===== src/rtl/fetch_stage_if.sv =====
// fetch_stage_if: hazard, redirect, instruction-ROM and IF/ID signals around the fetch stage
interface fetch_stage_if;
    logic        Stall;
    logic        FlushIFID;
    logic [1:0]  PCSrc;
    logic [31:0] BranchTarget;
    logic [31:0] JumpAddress;
    logic [31:0] JumpRegister;
    logic [31:0] InstrMemData;
    logic [31:0] PC;
    logic [31:0] PC_4;
    logic [31:0] IFID_PC_4;
    logic [31:0] IFID_Instruction;
    logic        IFID_Valid;
    logic        AddrError;
    logic [31:0] FetchCount;
    modport master (
        output Stall, FlushIFID, PCSrc, BranchTarget, JumpAddress, JumpRegister, InstrMemData,
        input  PC, PC_4, IFID_PC_4, IFID_Instruction, IFID_Valid, AddrError, FetchCount
    );
    modport slave (
        input  Stall, FlushIFID, PCSrc, BranchTarget, JumpAddress, JumpRegister, InstrMemData,
        output PC, PC_4, IFID_PC_4, IFID_Instruction, IFID_Valid, AddrError, FetchCount
    );
endinterface


===== src/rtl/fetch_stage.sv =====
// fetch_stage: PC register, next-PC selection and IF/ID pipeline register
module fetch_stage #(
    parameter logic [31:0] RESET_PC = 32'h0040_0000,
    parameter logic [31:0] NOP_WORD = 32'h0000_0000
) (
    input logic          clk,
    input logic          reset,
    fetch_stage_if.slave bus
);
    logic [31:0] pc_q, pc_d, ifid_pc_4_q, ifid_pc_4_d, ifid_instr_q, ifid_instr_d;
    logic [31:0] fetch_count_q, fetch_count_d, pc_4, target;
    logic        ifid_valid_q, ifid_valid_d, addr_error_q, addr_error_d, redirect, load;
    always_comb begin
        pc_4 = pc_q + 32'd4;
        redirect = bus.PCSrc != 2'b00;
        target = bus.PCSrc == 2'b01 ? bus.BranchTarget :
                 bus.PCSrc == 2'b10 ? bus.JumpAddress : bus.JumpRegister;
        // a redirect must move the PC even while the hazard unit stalls
        pc_d = redirect ? {target[31:2], 2'b00} : bus.Stall ? pc_q : pc_4;
        addr_error_d = redirect && target[1:0] != 2'b00;
        load = !bus.FlushIFID && !bus.Stall;
        ifid_pc_4_d = bus.FlushIFID || !bus.Stall ? pc_4 : ifid_pc_4_q;
        ifid_instr_d = bus.FlushIFID ? NOP_WORD : bus.Stall ? ifid_instr_q : bus.InstrMemData;
        ifid_valid_d = bus.FlushIFID ? 1'b0 : bus.Stall ? ifid_valid_q : 1'b1;
        fetch_count_d = fetch_count_q + {31'd0, load};
    end
    always_ff @(posedge clk) begin
        if (reset) begin
            pc_q <= RESET_PC;
            ifid_pc_4_q <= 32'd0;
            ifid_instr_q <= NOP_WORD;
            ifid_valid_q <= 1'b0;
            addr_error_q <= 1'b0;
            fetch_count_q <= 32'd0;
        end else begin
            pc_q <= pc_d;
            ifid_pc_4_q <= ifid_pc_4_d;
            ifid_instr_q <= ifid_instr_d;
            ifid_valid_q <= ifid_valid_d;
            addr_error_q <= addr_error_d;
            fetch_count_q <= fetch_count_d;
        end
    end
    assign bus.PC = pc_q;
    assign bus.PC_4 = pc_4;
    assign bus.IFID_PC_4 = ifid_pc_4_q;
    assign bus.IFID_Instruction = ifid_instr_q;
    assign bus.IFID_Valid = ifid_valid_q;
    assign bus.AddrError = addr_error_q;
    assign bus.FetchCount = fetch_count_q;
endmodule


===== src/flat_wrapper.sv =====
// flat-port wrapper written by rule: the top's interface ports become plain ports
module fetch_stage_flat 
#(
    parameter logic [31:0] RESET_PC = 32'h0040_0000,
    parameter logic [31:0] NOP_WORD = 32'h0000_0000
)
  (clk, reset, bus_Stall, bus_FlushIFID, bus_PCSrc, bus_BranchTarget, bus_JumpAddress, bus_JumpRegister, bus_InstrMemData, bus_PC, bus_PC_4, bus_IFID_PC_4, bus_IFID_Instruction, bus_IFID_Valid, bus_AddrError, bus_FetchCount);
  fetch_stage_if bus_i ();
  input logic clk;
  input logic reset;
  input wire logic [$bits(bus_i.Stall)-1:0] bus_Stall;
  input wire logic [$bits(bus_i.FlushIFID)-1:0] bus_FlushIFID;
  input wire logic [$bits(bus_i.PCSrc)-1:0] bus_PCSrc;
  input wire logic [$bits(bus_i.BranchTarget)-1:0] bus_BranchTarget;
  input wire logic [$bits(bus_i.JumpAddress)-1:0] bus_JumpAddress;
  input wire logic [$bits(bus_i.JumpRegister)-1:0] bus_JumpRegister;
  input wire logic [$bits(bus_i.InstrMemData)-1:0] bus_InstrMemData;
  output wire logic [$bits(bus_i.PC)-1:0] bus_PC;
  output wire logic [$bits(bus_i.PC_4)-1:0] bus_PC_4;
  output wire logic [$bits(bus_i.IFID_PC_4)-1:0] bus_IFID_PC_4;
  output wire logic [$bits(bus_i.IFID_Instruction)-1:0] bus_IFID_Instruction;
  output wire logic [$bits(bus_i.IFID_Valid)-1:0] bus_IFID_Valid;
  output wire logic [$bits(bus_i.AddrError)-1:0] bus_AddrError;
  output wire logic [$bits(bus_i.FetchCount)-1:0] bus_FetchCount;
  assign bus_i.Stall = bus_Stall;
  assign bus_i.FlushIFID = bus_FlushIFID;
  assign bus_i.PCSrc = bus_PCSrc;
  assign bus_i.BranchTarget = bus_BranchTarget;
  assign bus_i.JumpAddress = bus_JumpAddress;
  assign bus_i.JumpRegister = bus_JumpRegister;
  assign bus_i.InstrMemData = bus_InstrMemData;
  assign bus_PC = bus_i.PC;
  assign bus_PC_4 = bus_i.PC_4;
  assign bus_IFID_PC_4 = bus_i.IFID_PC_4;
  assign bus_IFID_Instruction = bus_i.IFID_Instruction;
  assign bus_IFID_Valid = bus_i.IFID_Valid;
  assign bus_AddrError = bus_i.AddrError;
  assign bus_FetchCount = bus_i.FetchCount;
  fetch_stage #(.RESET_PC(RESET_PC), .NOP_WORD(NOP_WORD)) u_core (.clk(clk), .reset(reset), .bus(bus_i));
endmodule

===== config.mk =====
export PLATFORM = sky130hd
export DESIGN_NAME = fetch_stage_flat
export DESIGN_NICKNAME = d
export VERILOG_FILES = /design/src/rtl/fetch_stage_if.sv /design/src/rtl/fetch_stage.sv /design/src/flat_wrapper.sv
export SDC_FILE = /design/constraint.sdc
export NUM_CORES = 1
export LEC_CHECK = 0
export BUFFER_PORTS_ARGS = -buffer_cell sky130_fd_sc_hd__buf_2
export CAP_MARGIN = 15
export CORE_UTILIZATION = 47
export DETAILED_ROUTE_END_ITERATION = 10
export GPL_TIMING_DRIVEN = 0
export PLACE_DENSITY = 0.85
export SLEW_MARGIN = 20
export SYNTH_ARGS = -nofsm -noshare
export SYNTH_HDL_FRONTEND = slang
export SYNTH_SLANG_ARGS = --single-unit

===== constraint.sdc =====
create_clock -name clk -period 3.4 [get_ports clk]
set_input_delay 0.68 -clock clk [delete_from_list [all_inputs] [get_ports clk]]
set_output_delay 0.68 -clock clk [all_outputs]
set_load 0.005 [all_outputs]

==> metrics.txt <==
# fillers=1089; worst reg-to-reg setup slack=between 0.9 and 1 ns; layout cell share with drive strength beyond 1=0.352; Power Dens Cells=467 mW/mm^2; GPL Wtd Cong=0.954; per-cell routed wire length=roughly 18 um; RSZ-0062 raised after global routing=false; Area growth syn-to-layout=36.5%; I/O pin count=296; CP Class=register to output pin; antenna violations before repair=2; cell type with the largest total area after synthesis=dfxtp_1; Synth cell types=between 50 and 60; max-slew violations=0; die height=119 um; starting density of the core=0.484; vias in the first global route=6360; Final Skew=about 0.0048 ns; pre-CTS WS=-0.457 ns; Port Buf Inserts=287; Worst Setup Slack, final=0.122 ns; largest net degree at the start of global routing=17; cells after synthesis=743; number of iterations in the first detailed-routing pass=5; die area=roughly 0.014 sq mm; PnR Total Power=around 4.1 mW; TritonCTS Buffers=17; Hold Vio Cnt, Final=0; Via-to-Cell Ratio=5.45; GRT Overall Usage=0.312; area occupied by multi-input gates=0.00361 sq mm; hold buffers post-CTS=0; arrival time worst endpoint=2.60 ns; total wire length=around 22000 um; Worst Setup End Kind=output pin; syn avg cell area=8.66 sq um; Core Area=0.0133 sq mm; DP Area=0.00811 sq mm; Die X-Extent=roughly 120 um; GRT met2 Usage=0.522; placed insts=about 1200; vias=6776; Rows=42; Routed Antenna Nets=0; Worst-Skew Late Latency=between 0.4 and 0.5 ns; LEAKAGE=roughly 4 nW; first-pass GRT wire length=33700 um; Max-Cap Viols=0; CTS Sinks=126; Iter 0 DRT Violations=441; M3 GR Usage=0.0800; data required time of the critical path=around 2.7 ns; Clk pin slew, worst setup/hold paths=~0.060 ns; largest cells by area after synthesis=dfxtp_1 39%, nor2_1 7.9%, xnor2_1 6.8%; Crit Path Max Fanout=8; GR Overflow Total=0; Mapped Area=around 0.0064 sq mm; Cell Count, Final, Fillers Out=1244; Synth async-reset ratio=0; CP startpoint kind=register; HP Class=register to register; number of flops mapped to enable cells by yosys=0; number of synthesized register bits=around 130; sequential fraction of the synthesis area=0.392; H-tree depth=4; worst slew pin tran=0.967 ns; Max VDD drop=~0.28 mV; M1 GR Usage=0.368; DRC=0; CTS tree=built; Setup Fix Bufs, Post-CTS=0; Reg area=0.00253 sq mm; fin crit period=3.28 ns; hpwl dp=around 17000 um; YS warnings=0; GR peak layer=met2; CTS Buffer Depth=2; top-area cell type share of the netlist area=0.392; post-route design area=0.00878 sq mm; final net count=1191; WHS=0.456 ns; Most used DFF post-synth=dfxtp_1; status=finished clean; Max Freq=0.305 GHz; final-report setup violation count=0; Max-slew headroom=0.355; fin crit share=0.964; CTS Root Cell=clkbuf_16
==> sequential cells by signal (all words and copies together) (netlist names) <==
name / count
u_core.bus.FetchCount: 32
u_core.bus.IFID_Instruction: 32
u_core.bus.IFID_Valid: 1
u_core.bus.PC: 30
u_core.bus.IFID_PC_4: 30
u_core.bus.AddrError: 1
==> cells in the final DEF, fill, tap and decap left out, types with 17 or more instances in the layout <==
| cell | n |
|---|---|
| a211oi_1 | 17 |
| nand3_1 | 20 |
| a21oi_1 | 19 |
| mux2i_1 | 42 |
| buf_2 | 294 |
| xnor2_1 | 50 |
| clkbuf_1 | 37 |
| nor4_1 | 19 |
| nand4_1 | 17 |
| nor3_1 | 28 |
| nor2_1 | 136 |
| dfxtp_1 | 124 |
| inv_1 | 20 |
| xor2_1 | 25 |
| nand2_1 | 32 |
| clkbuf_16 | 17 |
==> routing by layer <==
metal	share of wire	up-vias	wire length (um)
met1	0.40	3063	8950
met3	0.088	71	1950
met4	0.041	2	903
met5	0.00059	-	13
met2	0.47	436	10400
li1	-	3204	-
==> where the power goes <==
part	internal, mW	total (mW)	switching, mW	leakage (nW)
Sequential	1.55	1.61	0.0650	1.03
Clock	1.23	1.91	0.681	0.294
Combinational	0.272	0.577	0.305	2.72
Total	3.05	4.10	1.05	4.05
==> final timing paths <==
path,from,cells after the start,end
worst min-delay path,u_core.bus.IFID_PC_4[7],2,u_core.bus.IFID_PC_4[7]
worst max-delay path,u_core.bus.PC[10],6,bus_PC_4[24]
worst max register to register,u_core.bus.PC[7],6,u_core.bus.PC[18]
worst min register to register,u_core.bus.IFID_PC_4[7],2,u_core.bus.IFID_PC_4[7]
==> worst max-delay path, stage by stage, from the launching register on <==
cell and delay (ns):
dfxtp_1 0.41, clkinv_1 0.26, or4_4 0.64, or3_4 0.42, xor2_1 0.25, inv_1 0.07, buf_2 0.13
==> kinds of logic after synthesis <==
| kind of cell | synth area share |
|---|---|
| AOI/OAI and AO/OA | 0.0852 |
| xor gates and xnor gates | 0.102 |
| adders and majority gates | 0.00584 |
| buffers and inverters | 0.0558 |
| DFF | 0.392 |
| muxes | 0.118 |
| other | 0.000583 |
| and+or+nand+nor | 0.240 |
==> final cells by class <==
class / instances / area share
antenna: 1 / 0.000285
buffer: 61 / 0.0316
clock buffer: 22 / 0.0552
clock inverter: 10 / 0.0154
inverter: 22 / 0.00941
multi-input combinational: 539 / 0.412
sequential: 126 / 0.288
tap: 176 / 0.0251
timing repair buffer: 287 / 0.164
==> what timing repair did <==
item / CTS / global route
pin swaps: 0 / 1
resized for setup: 6 / 5
setup endpoints to repair: 7 / 4
==> stage by stage <==
step	TNS [ns]	util
floorplan	0	-
global placement	-3.18	0.610
detailed placement	-5.01	0.610
CTS	0	0.658
global route	0	0.660
finish	0	0.660
==> synthesized netlist by cell type, drive strengths merged (20+ instances only) <==
cell,count
clkbuf,38
xor2,25
nor3,28
nor4,24
dfxtp,126
xnor2,50
nor2,136
mux2i,42
buf,23
inv,20
nand2,32
nand3,21
Power figures use the tool's default switching activity.
